File: src/rtl/bitstream_counter_multi.sv
// Multi-channel windowed bitstream counter: per-channel level/edge counting over a
// shared programmable window, with global/per-channel inhibit and saturating counts.
module bitstream_counter_multi #(
   parameter int P_N_CH    = 4,
   parameter int P_N_WIDTH = 16
) (
   input  logic                        clk,
   input  logic                        rst,
   input  logic                        inh,
   input  logic [P_N_CH-1:0]           ch_inh,
   input  logic [P_N_CH-1:0]           a,
   input  logic [P_N_CH-1:0]           mode,
   input  logic [P_N_WIDTH-1:0]        period,
   output logic [P_N_CH-1:0]           y,
   output logic                        update,
   output logic                        valid,
   output logic [P_N_CH*P_N_WIDTH-1:0] n,
   output logic [P_N_CH-1:0]           ovf
);

   logic [P_N_CH-1:0]           a_q_q, a_q_d;
   logic [P_N_WIDTH-1:0]        i_cnt_q, i_cnt_d;
   logic [P_N_WIDTH-1:0]        period_l_q, period_l_d;
   logic [P_N_WIDTH-1:0]        acc_q [P_N_CH];
   logic [P_N_WIDTH-1:0]        acc_d [P_N_CH];
   logic [P_N_CH-1:0]           sat_q, sat_d;
   logic                        update_q, update_d;
   logic                        valid_q, valid_d;
   logic                        valid_0_q, valid_0_d;
   logic [P_N_CH*P_N_WIDTH-1:0] n_q, n_d;
   logic [P_N_CH-1:0]           ovf_q, ovf_d;

   logic [P_N_WIDTH-1:0]        period_eff;
   logic                        i_upd;

   always_comb begin
      period_eff = (period == '0) ? P_N_WIDTH'(1) : period;
      i_upd      = (i_cnt_q >= (period_l_q - P_N_WIDTH'(1)));

      for (int unsigned c = 0; c < P_N_CH; c++) begin
         y[c] = !inh && !ch_inh[c] && (mode[c] ? (a[c] && !a_q_q[c]) : a[c]);
      end

      a_q_d      = a;
      i_cnt_d    = i_cnt_q + P_N_WIDTH'(1);
      period_l_d = period_l_q;
      sat_d      = sat_q;
      update_d   = i_upd;
      valid_d    = valid_q;
      valid_0_d  = valid_0_q;
      n_d        = n_q;
      ovf_d      = ovf_q;
      for (int unsigned c = 0; c < P_N_CH; c++) begin
         acc_d[c] = acc_q[c];
      end

      if (i_upd) begin
         i_cnt_d    = '0;
         period_l_d = period_eff;
         valid_d    = valid_0_q;
         valid_0_d  = 1'b1;
         ovf_d      = sat_q;
      end

      // The boundary sample opens the new window; it is never a dropped sample.
      for (int unsigned c = 0; c < P_N_CH; c++) begin
         if (i_upd) begin
            n_d[c*P_N_WIDTH +: P_N_WIDTH] = acc_q[c];
            acc_d[c] = {{(P_N_WIDTH-1){1'b0}}, y[c]};
            sat_d[c] = 1'b0;
         end else if (acc_q[c] != '1) begin
            acc_d[c] = acc_q[c] + {{(P_N_WIDTH-1){1'b0}}, y[c]};
         end else if (y[c]) begin
            sat_d[c] = 1'b1;
         end
      end
   end

   always_ff @(posedge clk) begin
      if (rst) begin
         a_q_q      <= '0;
         i_cnt_q    <= '0;
         period_l_q <= period_eff;
         sat_q      <= '0;
         update_q   <= 1'b0;
         valid_q    <= 1'b0;
         valid_0_q  <= 1'b0;
         n_q        <= '0;
         ovf_q      <= '0;
         for (int unsigned c = 0; c < P_N_CH; c++) begin
            acc_q[c] <= '0;
         end
      end else begin
         a_q_q      <= a_q_d;
         i_cnt_q    <= i_cnt_d;
         period_l_q <= period_l_d;
         sat_q      <= sat_d;
         update_q   <= update_d;
         valid_q    <= valid_d;
         valid_0_q  <= valid_0_d;
         n_q        <= n_d;
         ovf_q      <= ovf_d;
         for (int unsigned c = 0; c < P_N_CH; c++) begin
            acc_q[c] <= acc_d[c];
         end
      end
   end

   assign update = update_q;
   assign valid  = valid_q;
   assign n      = n_q;
   assign ovf    = ovf_q;

endmodule
File: config.mk
export PLATFORM = sky130hd
export DESIGN_NAME = bitstream_counter_multi
export DESIGN_NICKNAME = d
export VERILOG_FILES = /design/src/rtl/bitstream_counter_multi.sv
export SDC_FILE = /design/constraint.sdc
export NUM_CORES = 1
export LEC_CHECK = 0
export BUFFER_PORTS_ARGS = -buffer_cell sky130_fd_sc_hd__buf_2
export CAP_MARGIN = 20
export CORE_MARGIN = 5
export CORE_UTILIZATION = 51
export DETAILED_ROUTE_END_ITERATION = 12
export PLACE_DENSITY_LB_ADDON = 0.2
export SLEW_MARGIN = 0
export SYNTH_ARGS = -nofsm -noshare
export SYNTH_HDL_FRONTEND = slang
export SYNTH_SLANG_ARGS = --single-unit
File: constraint.sdc
create_clock -name clk -period 6.46 [get_ports clk]
set_clock_uncertainty 0.05 [all_clocks]
set_input_delay 0.969 -clock clk [delete_from_list [all_inputs] [get_ports clk]]
set_output_delay 0.969 -clock clk [all_outputs]
set_load 0.02 [all_outputs]
### Word level (Yosys, flattened, before mapping)

Memories as Yosys holds them, arrays and structs flattened.
Cells that the tools add are included.

| storage, ports and cells | value |
|---|---|
| bits in registers | 111 |
| bits in writable memories | 64 |
| output and inout bits | 74 |
| memories | 1 |

Memory list:

| name | depth | bits a word | rd ports | clocked after Yosys merged registers in | write ports | RTL line | source |
|---|---|---|---|---|---|---|---|
| acc_q | 4 | 16 | 4 | 0 | 4 | 24 | `logic [P_N_WIDTH-1:0] acc_q [P_N_CH];` |

| operators by class | value |
|---|---|
| add/sub/neg operators | 6 |
| $lt $le $gt $ge | 1 |
| eq/ne operators | 4 |
| mux-type cells | 22 |
| bitwise logic cells | 8 |
| reductions and logical operators | 28 |

Operators with widths:

| kind | number |
|---|---|
| 2-to-1 mux 16 bit | 15 |
| adder 16 x 1 -> 16 bit | 4 |
| inequality test 16 bit (second input constant) | 4 |
| adder 16 x 1 -> 16 bit (second input constant) | 1 |
| >= comparator 16 bit | 1 |
| zero test 16 bit | 1 |
| subtractor 16 x 1 -> 16 bit (second input constant) | 1 |
| logical AND 1 bit | 12 |
| zero test 1 bit | 9 |
| AND reduction 2 bit | 4 |
| 2-to-1 mux 1 bit | 7 |
| inverter 1 bit | 4 |
| OR 1 bit | 4 |
| nonzero test 2 bit | 1 |
| OR reduction 2 bit | 1 |

### Longest topological paths before layout

Gate-level depths: netlist (run 1).

| logic depth | value |
|---|---|
| depth after elaboration | 8 |
| gate-level depth with buffers | 15 |

### Worst setup path before layout (run 1)

OpenSTA, ideal clock, no wires.

| timing path | value |
|---|---|
| path kind | register to register |
| from | register period_l_q[7] |
| to | register period_l_q[0] (enable) |
| library setup time | 0.350 ns |
| arrival time | 3.541 ns |
| required time | 6.060 ns |
| path slack | 2.519 ns |
| cell stages (with the launch flop) | 13 |
| path buffers | 2 |
| clock period less this slack | 3.941 ns |
| cell sequence | edfxtp_1 -> or4_1 -> or4_1 -> nor3_1 -> xnor2_1 -> ha_1 -> and4_1 -> nand4_1 -> a2111oi_2 -> nor4_4 -> inv_2 -> buf_2 -> buf_2 |

| on the way | value |
|---|---|
| word-level cells in the longest chain between the ends | 3 |

RTL lines:

| item | RTL line | source |
|---|---|---|
| from (decl) | 23 | `logic [P_N_WIDTH-1:0] period_l_q, period_l_d;` |
| from (signal assigned) | 83 | `period_l_q <= period_eff;` |
| from (signal assigned) | 96 | `period_l_q <= period_l_d;` |
| subtractor 16 x 1 -> 16 bit | 38 | `i_upd = (i_cnt_q >= (period_l_q - P_N_WIDTH'(1)));` |
| >= comparator 16 bit | 38 |  |
| nonzero test 2 bit (no line) | n/a |  |

Every way passes these cells.
A chain may end at the register's enable or synchronous reset.

### Worst setup path in the final report (run 1)

| timing path | value |
|---|---|
| from | register period_l_q[7] |
| to | register n_q[52] (netlist: n[52]), read port of acc_q |

| on the way | value |
|---|---|
| word-level cells in the longest chain between the ends | 2 |

RTL lines:

| item | RTL line | source |
|---|---|---|
| subtractor 16 x 1 -> 16 bit | 38 |  |
| >= comparator 16 bit | 38 |  |
| to (decl) | 30 | `logic [P_N_CH*P_N_WIDTH-1:0] n_q, n_d;` |

Every way passes these cells.

==> results of run 1 <==
-- worst max-delay path: cells and delay by family (launching register included) --
family | cells | cell delay, ns
AND/OR/NAND/NOR | 5 | 1.77
AO/OA/AOI/OAI | 3 | 1.60
buffers and inverters | 1 | 0.44
flip-flops | 1 | 0.42
adder cells (fa/ha/maj) | 1 | 0.30
XOR/XNOR | 1 | 0.10
-- per-layer routing --
metal | share of wire (%) | wire length [µm] | GRT usage [%] | vias up
met1 | 46 | 7272 | 24.99 | 2696
li1 | - | - | - | 2855
met4 | 2.1 | 326 | 7.885 | 0
met5 | 0 | 0 | 0 | -
met2 | 47 | 7417 | 30.97 | 157
met3 | 5.4 | 850 | 4.782 | 29
-- path summary, 6_finish.rpt --
| check | from | endpoint | slack [ns] | cells after the start |
|---|---|---|---|---|
| worst max-delay path | period_l_q[7]$_SDFFCE_PN0P_ | n[52]$_SDFFE_PP0P_ | 1.68 | 11 |
| worst min-delay path | valid_0_q$_SDFFE_PP0P_ | valid_0_q$_SDFFE_PP0P_ | 0.40 | 2 |
| worst max register to register | period_l_q[7]$_SDFFCE_PN0P_ | n[52]$_SDFFE_PP0P_ | 1.68 | 11 |
| worst min register to register | valid_0_q$_SDFFE_PP0P_ | valid_0_q$_SDFFE_PP0P_ | 0.40 | 2 |
-- registers in the layout, indices dropped and copies added, names as in the netlist --
name	flops
sat_q	4
acc_q	64
update	1
period_l_q	16
i_cnt_q	16
n	64
valid_0_q	1
a_q_q	4
ovf	4
valid	1
-- final cells by class --
class | instances | area share (%)
Inverter | 11 | 0.4913
Clock buffer | 19 | 5.151
Tap cell | 180 | 2.680
Timing Repair Buffer | 107 | 6.610
Sequential cell | 175 | 43.59
Clock inverter | 13 | 1.414
Multi-Input combinational cell | 505 | 40.06
-- synth_stat cells (all sizes together), types with 5 or more instances --
master / instances / area (µm²)
edfxtp: 16 / 480.5
o21ai: 6 / 30.03
buf: 18 / 90.09
clkbuf: 37 / 138.9
nand2: 28 / 105.1
dfxtp: 159 / 3183
a21oi: 29 / 145.1
nand3: 29 / 145.1
or4: 5 / 37.54
xnor2: 37 / 324.1
inv: 11 / 41.29
a22o: 68 / 595.6
and2: 7 / 43.79
a31oi: 9 / 56.30
xor2: 28 / 245.2
ha: 26 / 325.3
nor2: 95 / 356.6
nand4: 35 / 219.0
and3: 8 / 50.05
nor3: 29 / 155.2
and4: 14 / 122.6
nor2b: 5 / 31.28
nor4: 11 / 83.83
-- report_power, final --
part	internal (mW)	switching, mW	leakage, nW	total [mW]
combinational	0.0244	0.0407	1.66	0.0651
clock	0.562	0.395	0.268	0.957
sequential	1.11	0.00965	1.44	1.12
total	1.69	0.446	3.37	2.14
-- per-stage QoR --
stage               setup slack [ns]  hold slack [ns]  instance area [µm²]  utilization (%)  instances
global route                   1.350           0.4422                 8404            60.31       1010
CTS                            1.658           0.4078                 8404            60.31       1010
detailed placement             1.687           0.3931                 7853            56.35        978
finish                         1.680           0.4029                 8404            60.31       1010
global placement               1.866           0.3854                 7853            56.35        978
floorplan                      2.519           0.3684                 7300                -        746
-- cell families after synthesis --
family	Yosys count	share of synthesized area [%]
AO/OA/AOI/OAI	137	14.30
XOR/XNOR	65	7.799
adder cells (fa/ha/maj)	26	4.457
buffers and inverters	66	3.702
flip-flops	175	50.19
multiplexers	1	0.1371
AND/OR/NAND/NOR	276	19.42
==> flow_metrics.env, run 1 <==
export IMPL_die_width_um=129.6
export IMPL_crit_slowest_cell="sky130_fd_sc_hd__o31a_2"
export IMPL_finish_net_count=874
export IMPL_cp_arrival_ns=5.10
export IMPL_ys_warnings_count=0
export IMPL_crit_top_cell="sky130_fd_sc_hd__or4_1"
export IMPL_global_route_usage_sum_pct=19.29
export IMPL_clkLatencyLatePin_ns=0.42
export IMPL_report_power_total_mw=2.139
export IMPL_worst_path_max_fanout=46
export IMPL_diodes=0
export IMPL_global_route_overflow_total=0
export IMPL_cts_made_buffers=17
export IMPL_layout_drive_gt1_share_pct=16.87
export IMPL_critPathMaxStageDelay_ns=0.86
export IMPL_post_cts_buffers=0
export IMPL_cts_reportedPaths_clkPinSlew_ns=0.06
export IMPL_crit_path_cell_chain="or4_1, or4_1, nor3_1, xnor2_1, ha_1, and4_1, nand4_1, a2111oi_2, o31a_2, buf_4, a22o_1"
export IMPL_floorplan_initialDensity_pct=52.38
export IMPL_grt_pass1_vias=5543
export IMPL_clock_tree_htree_level_count=4
export IMPL_area_of_all_sequential_standard_cells_um2=3664
export IMPL_synthArstFlopShare_pct=0
export IMPL_row_count=43
export IMPL_worst_slew_pin_slew_ns=0.9397
export IMPL_critPathKind="reg -> reg"
export IMPL_holdBufCountCts=0
export IMPL_drt_drc_violations_left=0
export IMPL_clock_sink_count=175
export IMPL_final_setup_viol_count=0
export IMPL_grt_first_pass_wirelength_mm=26.19
export IMPL_synth_flop_cell="sky130_fd_sc_hd__dfxtp_1"
export IMPL_synth_ff_latch_count=175
export IMPL_ctsRootBufferMaster="sky130_fd_sc_hd__clkbuf_16"
export IMPL_mostFrequentLayoutCells="sky130_fd_sc_hd__dfxtp_1, sky130_fd_sc_hd__buf_2, sky130_fd_sc_hd__nor2_1, sky130_fd_sc_hd__a22o_1, sky130_fd_sc_hd__xnor2_1"
export IMPL_drtIter0Drc=262
export IMPL_synth_nets=803
export IMPL_timing_final_hold_violations=0
export IMPL_maxClockFrequency_ghz=0.2092
export IMPL_viasPerCell=5.680
export IMPL_post_cts_resized=0
export IMPL_chipHeight_um=129.6
export IMPL_total_leakage_power_nw=3.368
export IMPL_crit_required_ns=6.78
export IMPL_synth_area_um2=7300
export IMPL_worst_setup_path_start_kind="flop"
export IMPL_wirelength_mm=15.87
export IMPL_dieArea_um2=16810
export IMPL_run_status="completed"
export IMPL_synthCells=746
export IMPL_hold_path_class="reg -> reg"
export IMPL_io_pins=105
export IMPL_layout_worst_path_cycle_share_pct=73.99
export IMPL_design_core_area_um2=13930
export IMPL_netlist_cell_type_count=45
export IMPL_detail_route_wl_per_cell_um=15.71
export IMPL_detailedRoute_firstPassIterationCount=5
export IMPL_ys_seq_area_share_pct=50.19
export IMPL_multi_input_area_um2=3367
export IMPL_worstSetupEndpointType="flop"
export IMPL_number_of_vias_in_the_routed_layout=5737
export IMPL_cts_tree="built"
export IMPL_number_of_pins_with_negative_max_slew_slack_in_the_final_report=0
export IMPL_power_density_nw_per_um2=254.5
export IMPL_fin_tns_setup_ns=0
export IMPL_ir_drop_mv=0.1855
export IMPL_antenna_violations_before_repair=0
export IMPL_detailedPlacementHpwl_mm=11.11
export IMPL_syn_mean_instance_area_um2=9.785
export IMPL_unrepaired_setup_endpoints_after_global_routing="no"
export IMPL_synth_enable_flop_cells=16
export IMPL_drt_antenna_violating_nets=0
export IMPL_max_slew_margin_rel_pct=37.36
export IMPL_final_common_cell="sky130_fd_sc_hd__dfxtp_1"
export IMPL_io_buffers=104
export IMPL_finalWorstPathRequiredPeriod_ns=4.780
export IMPL_cap_violations=0
export IMPL_fillcell_total=1168
export IMPL_area_growth_pct=15.14
export IMPL_clk_path_buf_depth=2
export IMPL_grt_start_max_net_pins=71
export IMPL_gp_congestion=0.8973
Note: power is estimated with default switching activity, not from simulation.
==> inputs of run 2 (changes only) <==
clock period = 4.3 ns   (was 6.46 ns; I/O delays follow)
==> flow_metrics.env, run 2 (synthesis results as in run 1) <==
export IMPL_run_status="completed"
export IMPL_fin_tns_setup_ns=0
export IMPL_dieArea_um2=16810
export IMPL_critPathMaxStageDelay_ns=0.55
export IMPL_final_common_cell="sky130_fd_sc_hd__dfxtp_1"
export IMPL_cellInternalPower_mw=2.548
export IMPL_number_of_pins_with_negative_max_slew_slack_in_the_final_report=0
export IMPL_critical_register_to_register_path_startpoint="period_l_q[5]$_SDFFCE_PN0P_"
export IMPL_mostFrequentLayoutCells="sky130_fd_sc_hd__dfxtp_1, sky130_fd_sc_hd__buf_2, sky130_fd_sc_hd__nor2_1, sky130_fd_sc_hd__a22o_1, sky130_fd_sc_hd__xnor2_1"
export IMPL_area_growth_pct=16.39
export IMPL_p_clk_share_pct=45.6
export IMPL_ctsRootBufferMaster="sky130_fd_sc_hd__clkbuf_16"
export IMPL_cts_tree="built"
export IMPL_detailedPlacementHpwl_mm=11.13
export IMPL_unrepaired_setup_endpoints_after_global_routing="no"
export IMPL_finish_net_count=878
export IMPL_worst_setup_path_start_kind="flop"
export IMPL_cp_arrival_ns=4.24
export IMPL_row_count=43
export IMPL_finalWorstPathRequiredPeriod_ns=3.984
export IMPL_chipHeight_um=129.6
export IMPL_clkLatencyLatePin_ns=0.42
export IMPL_crit_slowest_cell="sky130_fd_sc_hd__or4_1"
export IMPL_switchingPower_mw=0.7244
export IMPL_crit_path_cell_chain="or4_1, or4_1, nor4_1, xnor2_1, ha_1, and4_1, nand4_1, a2111oi_4, nor4_4, inv_2, buf_4, nor3_1"
export IMPL_share_comb_of_total_power_pct=3.2
export IMPL_p_seq_share_pct=51.2
export IMPL_timing_final_hold_violations=0
export IMPL_layout_worst_path_cycle_share_pct=92.64
export IMPL_crit_top_cell="sky130_fd_sc_hd__or4_1"
export IMPL_max_slew_margin_rel_pct=53.54
export IMPL_total_leakage_power_nw=3.416
export IMPL_timing_hold_worst_endpoint="period_l_q[11]$_SDFFCE_PN0P_"
export IMPL_final_setup_viol_count=0
export IMPL_layout_cell_area_non_filler_um2=8496
export IMPL_drt_antenna_violating_nets=0
export IMPL_worstSetupEndpointType="flop"
export IMPL_hold_path_class="in -> reg"
export IMPL_diodes=0
export IMPL_clock_tree_htree_level_count=4
export IMPL_maxClockFrequency_ghz=0.2510
export IMPL_detail_route_wl_per_cell_um=15.93
export IMPL_global_route_usage_sum_pct=19.77
export IMPL_r2r_setup_slk_ns=0.32
export IMPL_min_delay_start="period[11]"
export IMPL_cts_made_buffers=17
export IMPL_ir_drop_mv=0.2167
export IMPL_grt_pass1_vias=5716
export IMPL_placed_cell_area_um2=7908
export IMPL_floorplan_initialDensity_pct=52.38
export IMPL_grt_start_max_net_pins=71
export IMPL_clock_sink_count=175
export IMPL_power_density_nw_per_um2=385.2
export IMPL_critPathKind="reg -> reg"
export IMPL_area_of_all_sequential_standard_cells_um2=3664
export IMPL_drtIter0Drc=430
export IMPL_hold_path_depth=1
export IMPL_cts_reportedPaths_clkPinSlew_ns=0.06
export IMPL_timing_rr_end="acc_q[2][6]$_SDFFE_PP0P_"
export IMPL_crit_required_ns=4.56
export IMPL_multi_input_area_um2=3379
export IMPL_design_core_area_um2=13930
export IMPL_timing_reg2reg_worst_path_depth=12
export IMPL_clk_path_buf_depth=2
export IMPL_switching_share_pct=22.13
export IMPL_gp_congestion=0.9021
export IMPL_wirelength_mm=16.15
export IMPL_viasPerCell=5.706
export IMPL_drt_drc_violations_left=0
export IMPL_grt_first_pass_wirelength_mm=27.20
export IMPL_worst_path_max_fanout=18
export IMPL_global_route_overflow_total=0
export IMPL_number_of_vias_in_the_routed_layout=5786
export IMPL_detailedRoute_firstPassIterationCount=8
export IMPL_cap_violations=0
export IMPL_layout_drive_gt1_share_pct=18.35
export IMPL_die_width_um=129.6
export IMPL_io_pins=105
export IMPL_worst_slew_pin_slew_ns=0.6952
export IMPL_fillcell_total=1151
export IMPL_io_buffers=104
export IMPL_antenna_violations_before_repair=0
-- run 2: cell count changes in the layout (fill, tap and decap cells not counted) --
cell | previous run | this run
sky130_fd_sc_hd__clkinv_1 | 7 | 0
sky130_fd_sc_hd__clkinv_2 | 0 | 4
sky130_fd_sc_hd__clkbuf_8 | 0 | 3
sky130_fd_sc_hd__buf_12 | 1 | 3
sky130_fd_sc_hd__clkbuf_1 | 2 | 0
sky130_fd_sc_hd__inv_6 | 1 | 3
sky130_fd_sc_hd__a2111oi_2 | 1 | 0
sky130_fd_sc_hd__a2111oi_4 | 0 | 1
sky130_fd_sc_hd__buf_4 | 2 | 3
sky130_fd_sc_hd__buf_6 | 0 | 1
sky130_fd_sc_hd__bufinv_16 | 2 | 1
sky130_fd_sc_hd__clkinv_4 | 2 | 1
sky130_fd_sc_hd__clkinvlp_4 | 0 | 1
sky130_fd_sc_hd__inv_4 | 1 | 2
-- run 2: metrics by stage --
stage	setup slack [ns]	power [mW]	util [%]	hold WS (ns)	std cells
2_1_floorplan	0.3591	1.775	-	0.3684	746
3_5_place_dp	0.1855	1.816	56.75	0.3942	982
3_3_place_gp	0.3899	1.811	56.75	0.3909	982
4_1_cts	0.1391	3.297	60.85	0.3510	1014
6_report	0.3164	3.273	60.97	0.3678	1014
5_1_grt	0.08031	3.385	60.97	0.3516	1014
-- run 2: how the worst max path moves through the flow --
stage | startpoint | end | slack, ns | depth (start not counted)
6_report | period_l_q[5]$_SDFFCE_PN0P_ | acc_q[2][6]$_SDFFE_PP0P_ | 0.32 | 12
5_1_grt | period_l_q[5]$_SDFFCE_PN0P_ | acc_q[3][2]$_SDFFE_PP0P_ | 0.08 | 12
4_1_cts | period_l_q[7]$_SDFFCE_PN0P_ | n[51]$_SDFFE_PP0P_ | 0.14 | 11
3_5_place_dp | period_l_q[7]$_SDFFCE_PN0P_ | n[30]$_SDFFE_PP0P_ | 0.19 | 11
3_3_place_gp | period_l_q[7]$_SDFFCE_PN0P_ | n[32]$_SDFFE_PP0P_ | 0.39 | 11
2_1_floorplan | period_l_q[7]$_SDFFCE_PN0P_ | period_l_q[0]$_SDFFCE_PN1P_ | 0.36 | 12
-- run 2: power by group through the flow --
stage	combinational, mW	clock [mW]	sequential [mW]
floorplan	0.0669	0	1.71
global placement	0.0983	0	1.71
detailed placement	0.103	0	1.71
CTS	0.104	1.52	1.68
global route	0.118	1.59	1.68
finish	0.105	1.49	1.68
-- run 2: critical path, delay by kind of cell (launching register included) --
kind,cells,cell delay (ns)
AND/OR/NAND/NOR,7,1.87
buffers and inverters,2,0.58
flip-flops,1,0.47
AO/OA/AOI/OAI,1,0.46
adder cells (fa/ha/maj),1,0.30
XOR/XNOR,1,0.14
-- run 2: area by class of cell --
class | count | area share, %
timing repair buffer | 111 | 7.231
tap | 180 | 2.651
clock inverter | 12 | 1.237
sequential | 175 | 43.12
inverter | 11 | 0.4860
multi-input combinational | 505 | 39.78
clock buffer | 20 | 5.493
-- run 2: timing repair --
item,4_1_cts,5_1_grt
endpoints found under the setup margin,0,118
setup buffers,0,0
resized for setup,0,2
hold buffers,0,0
-- run 2: metal layers --
| layer | part of all wire, % | global-route usage, % | vias up | wire [µm] |
|---|---|---|---|---|
| met2 | 48 | 32.67 | 145 | 7726 |
| li1 | - | - | 2864 | - |
| met4 | 1.7 | 6.296 | 0 | 267 |
| met5 | 0 | 0 | - | 0 |
| met3 | 5.3 | 4.782 | 27 | 863 |
| met1 | 45 | 25.66 | 2750 | 7291 |
